==> src/rtl/mem_arbiter.sv <==
// Two-requester arbiter sharing one single-ported, variable-latency memory between
// instruction fetch and data accesses. Data has priority; a starvation counter forces fetches.
module mem_arbiter #(
    parameter int unsigned ADDR_W     = 32,
    parameter int unsigned DATA_W     = 32,
    parameter int unsigned STARVE_MAX = 4
) (
    input  logic              clk_i,
    input  logic              rst_i,

    input  logic              if_req_i,
    input  logic [ADDR_W-1:0] if_addr_i,
    output logic [DATA_W-1:0] if_data_o,
    output logic              if_ack_o,

    input  logic              dm_req_i,
    input  logic              dm_we_i,
    input  logic [ADDR_W-1:0] dm_addr_i,
    input  logic [DATA_W-1:0] dm_wdata_i,
    output logic [DATA_W-1:0] dm_rdata_o,
    output logic              dm_ack_o,

    output logic              mem_req_o,
    output logic              mem_we_o,
    output logic [ADDR_W-1:0] mem_addr_o,
    output logic [DATA_W-1:0] mem_wdata_o,
    input  logic [DATA_W-1:0] mem_rdata_i,
    input  logic              mem_ack_i,

    output logic              stall_o
);

    localparam int unsigned CntW = $clog2(STARVE_MAX + 1);
    localparam logic [CntW-1:0] StarveMax = CntW'(STARVE_MAX);

    typedef enum logic [1:0] {StIdle, StBusyI, StBusyD, StDone} state_e;

    state_e              state_q, state_d;
    logic                mem_req_q, mem_req_d;
    logic                mem_we_q, mem_we_d;
    logic [ADDR_W-1:0]   mem_addr_q, mem_addr_d;
    logic [DATA_W-1:0]   mem_wdata_q, mem_wdata_d;
    logic                if_ack_q, if_ack_d;
    logic                dm_ack_q, dm_ack_d;
    logic [DATA_W-1:0]   if_data_q, if_data_d;
    logic [DATA_W-1:0]   dm_rdata_q, dm_rdata_d;
    logic [CntW-1:0]     starve_q, starve_d;
    logic                force_fetch;

    assign force_fetch = (starve_q == StarveMax);

    always_comb begin
        state_d     = state_q;
        mem_req_d   = mem_req_q;
        mem_we_d    = mem_we_q;
        mem_addr_d  = mem_addr_q;
        mem_wdata_d = mem_wdata_q;
        if_ack_d    = 1'b0;
        dm_ack_d    = 1'b0;
        if_data_d   = if_data_q;
        dm_rdata_d  = dm_rdata_q;
        starve_d    = starve_q;

        case (state_q)
            StIdle: begin
                if (dm_req_i && !(if_req_i && force_fetch)) begin
                    state_d     = StBusyD;
                    mem_req_d   = 1'b1;
                    mem_we_d    = dm_we_i;
                    mem_addr_d  = dm_addr_i;
                    mem_wdata_d = dm_wdata_i;
                    // Only reached with if_req_i set when below the limit, so no overflow.
                    if (if_req_i && !force_fetch) begin
                        starve_d = starve_q + CntW'(1);
                    end
                end else if (if_req_i) begin
                    state_d     = StBusyI;
                    mem_req_d   = 1'b1;
                    mem_we_d    = 1'b0;
                    mem_addr_d  = if_addr_i;
                    mem_wdata_d = '0;
                    starve_d    = '0;
                end
            end
            StBusyI: begin
                if (mem_ack_i) begin
                    state_d   = StDone;
                    mem_req_d = 1'b0;
                    mem_we_d  = 1'b0;
                    if_ack_d  = 1'b1;
                    if_data_d = mem_rdata_i;
                end
            end
            StBusyD: begin
                if (mem_ack_i) begin
                    state_d   = StDone;
                    mem_req_d = 1'b0;
                    mem_we_d  = 1'b0;
                    dm_ack_d  = 1'b1;
                    if (!mem_we_q) begin
                        dm_rdata_d = mem_rdata_i;
                    end
                end
            end
            StDone: begin
                // One cycle so the acked requester can drop req before it is resampled.
                state_d = StIdle;
            end
            default: state_d = StIdle;
        endcase
    end

    always_ff @(posedge clk_i or posedge rst_i) begin
        if (rst_i) begin
            state_q     <= StIdle;
            mem_req_q   <= 1'b0;
            mem_we_q    <= 1'b0;
            mem_addr_q  <= '0;
            mem_wdata_q <= '0;
            if_ack_q    <= 1'b0;
            dm_ack_q    <= 1'b0;
            if_data_q   <= '0;
            dm_rdata_q  <= '0;
            starve_q    <= '0;
        end else begin
            state_q     <= state_d;
            mem_req_q   <= mem_req_d;
            mem_we_q    <= mem_we_d;
            mem_addr_q  <= mem_addr_d;
            mem_wdata_q <= mem_wdata_d;
            if_ack_q    <= if_ack_d;
            dm_ack_q    <= dm_ack_d;
            if_data_q   <= if_data_d;
            dm_rdata_q  <= dm_rdata_d;
            starve_q    <= starve_d;
        end
    end

    assign mem_req_o   = mem_req_q;
    assign mem_we_o    = mem_we_q;
    assign mem_addr_o  = mem_addr_q;
    assign mem_wdata_o = mem_wdata_q;
    assign if_ack_o    = if_ack_q;
    assign dm_ack_o    = dm_ack_q;
    assign if_data_o   = if_data_q;
    assign dm_rdata_o  = dm_rdata_q;

    // Low in the ack cycle so the pipeline advances exactly on the ack edge.
    assign stall_o = (if_req_i & ~if_ack_q) | (dm_req_i & ~dm_ack_q);

endmodule

==> config.mk <==
export PLATFORM = sky130hd
export DESIGN_NAME = mem_arbiter
export DESIGN_NICKNAME = d
export VERILOG_FILES = /design/src/rtl/mem_arbiter.sv
export SDC_FILE = /design/constraint.sdc
export NUM_CORES = 1
export LEC_CHECK = 0
export ABC_CLOCK_PERIOD_IN_PS = 5200
export CAP_MARGIN = 30
export CORE_MARGIN = 2
export CORE_UTILIZATION = 25
export DETAILED_ROUTE_END_ITERATION = 10
export GPL_ROUTABILITY_DRIVEN = 0
export PLACE_DENSITY_LB_ADDON = 0.08
export SYNTH_ARGS = -nofsm -noshare
export SYNTH_HDL_FRONTEND = slang
export SYNTH_SLANG_ARGS = --single-unit
==> constraint.sdc <==
create_clock -name clk_i -period 5.2 [get_ports clk_i]
set_clock_uncertainty 0.05 [all_clocks]
set_input_delay 1.3 -clock clk_i [delete_from_list [all_inputs] [get_ports clk_i]]
set_output_delay 1.3 -clock clk_i [all_outputs]
set_load 0.005 [all_outputs]
==> metrics.yaml <==
synth.avg_cell_area_um2: 11.6
fin_crit_sh_pct: 78.4
hpwl_um: 12500
switching_share_pct: 31.8
pwr-share-clk_pct: 22.0
layout_common_cells: "clkdlybuf4s50_1, dfrtp_1, nand2_1"
drt_iter0_drc: 201
hold_violations: 0
wl_met1_um: 8340
core_area_um2: 23400
maxCapViolCount: 0
cts-root-buf: "clkbuf_16"
insertion_delay_ns: 0.41
highest_layer: "met4"
grt_pass1_wl_um: 28200
crit_type: "in2out"
cts_tree: "built"
combPwrFrac_pct: 44.5
startpoint_type: "input port"
ctsResizeCount: 0
power_density_nw_per_um2: 591
htree_num_levels: 4
synthFlopType: "dfrtp_1"
power.switching_mw: 1.79
synth_compound_area_share_pct: 10.7
tightestPinTransition_ns: 0.892
report.final.slew_viol_count: 0
r2r_start: "starve_q[0]$_DFFE_PP0P_"
ff2ff_setup_slack_ns: 2.94
grt-ovfl-total: 0
hold_slack_ns: 0.434
synth_edf_count: 0
vias: 4883
layout_commonest_cell: "clkdlybuf4s50_1"
area_delta_synth_final_pct: 59.7
synth_cells: 513
ys_seq_elements: 137
final.setup.tns_ns: 0
yosysWarnings: 0
drive_gt1_share_pct: 18.3
cts_setup_buffers: 0
pin_count: 267
initial_core_util_pct: 25.5
cts.clk_slew.worst_paths_ns: 0.06
num_rows: 56
synth_area_um2: 5960
n_antenna_cell: 0
first_pass_iters: 4
synth_top_family_by_area: "simple AND/OR/NAND/NOR gates"
numClockSinks: 137
yosysSeqAreaShare_pct: 57.5
hold_class: "reg2reg"
arrival_ns: 2.73
setup_slack_ns: 1.12
hold_end: "mem_wdata_o[23]$_DFFE_PP0P_"
drt-vias-per-instance: 4.44
syn-num-nets: 653
critPathCaptureType: "output port"
reg2regPathDepth: 6
dp_slack_ns: 1.12
maxSlewHeadroom_pct: 40.5
seqPwrFrac_pct: 33.5
synth_cell_types: 31
status: "finished clean"
synth.area.mux_share_pct: 12.6
synth-async-reset-ratio_pct: 100
synthAdderAreaFrac_pct: 1.26
irDropWorstVdd_v: 0.000267
numCtsBuffers: 17
fp.dieW_um: 158
dp_cells: 1070
grt_setup_unrepaired: "no"
dpl_cell_area_um2: 8920
route.detailed.drc: 0
first_global_vias: 5121
reg2reg_to: "mem_we_o$_DFFE_PP0P_"
power.leakage_nw: 3.98
grt_max_degree: 94
max_freq_mhz: 245
dr_wl_met2_um: 8260
required_ns: 3.85
p_int_mw: 3.83
ant_nets: 0
wire_per_inst_um: 16.6
finalSetupViolations: 0
wl_um: 18300
post-route-min-period_ns: 4.08
dieArea_um2: 25100
synth_simple_gate_area_share_pct: 13.1
die_y_um: 158
hold_buffers: 0
hold_depth: 2
final_util_pct: 40.7
hp-start: "mem_wdata_o[23]$_DFFE_PP0P_"
io_buffers: 266
antenna_found_initial: 0
grt.total_usage_pct: 14.6
fin_nets: 910
wl_met3_um: 1370
yosys.area_share.xor_xnor_pct: 0
power_mw: 5.62
instances_no_fill: 1101
clock_path_buffers: 2
postLayoutCellArea_um2: 9520
critPathMaxFanout: 9
[critical path: stages]
cell             delay [ns]
clkdlybuf4s50_1        0.46
buf_4                  0.19
inv_1                  0.06
o22ai_1                0.16
clkdlybuf4s50_1        0.56
[cell families (layout without fill, tap and decap cells)]
kind of cell             count (synthesis)  in the layout
multiplexers                            66             66
adder cells (fa/ha/maj)                  6              6
AO/OA/AOI/OAI                           77             77
buffers and inverters                   49            318
flip-flops                             137            137
AND/OR/NAND/NOR                        178            178
[power groups by stage]
stage / sequential, mW / clock (mW) / combinational, mW
2_1_floorplan: 1.91 / 0 / 1.08
3_3_place_gp: 1.89 / 0 / 2.47
3_5_place_dp: 1.89 / 0 / 2.55
4_1_cts: 1.89 / 1.28 / 2.55
5_1_grt: 1.95 / 1.33 / 2.74
6_report: 1.88 / 1.24 / 2.50
[layout make-up]
class / count / area, um2
inverter: 9 / 38.8
clock inverter: 14 / 174
sequential: 137 / 3430
clock buffer: 17 / 425
tap: 319 / 399
fill: 2301 / 13900
timing repair buffer: 278 / 2790
multi-input combinational: 327 / 2260
[cell usage after synthesis (all sizes together), types with 4 or more instances]
cell,number,area share (%)
o211ai,32,6.6
ha,6,1.3
o21ai,36,3.0
mux2,65,12
nand2,133,8.4
nor2,4,0.25
buf,28,3.5
nand4,33,3.5
clkbuf,12,0.76
dfrtp,137,58
inv,9,0.57
[per-layer routing]
| metal | GRT usage (%) | up-vias |
|---|---|---|
| met1 | 19.2 | 2381 |
| li1 | - | 2296 |
| met3 | 4.84 | 22 |
| met4 | 4.50 | 0 |
| met2 | 22.9 | 184 |
| met5 | 0 | - |
[worst max path at each step]
stage / startpoint / to / slack, ns / cells after the start
6_report: if_req_i / stall_o / 1.12 / 5
5_1_grt: if_req_i / stall_o / 1.05 / 5
4_1_cts: if_req_i / stall_o / 1.11 / 5
3_5_place_dp: if_req_i / stall_o / 1.12 / 5
3_3_place_gp: if_req_i / stall_o / 1.11 / 5
2_1_floorplan: rst_i / dm_ack_o$_DFF_PP0_ / 0.18 / 1
[flip-flops by register name (all words and copies together), names as in the netlist]
signal	count
dm_ack_o	1
dm_rdata_o	32
if_ack_o	1
if_data_o	32
mem_addr_o	32
mem_req_o	1
mem_wdata_o	32
mem_we_o	1
starve_q	3
state_q	2
No activity file was read; power rests on OpenSTA's default activity.
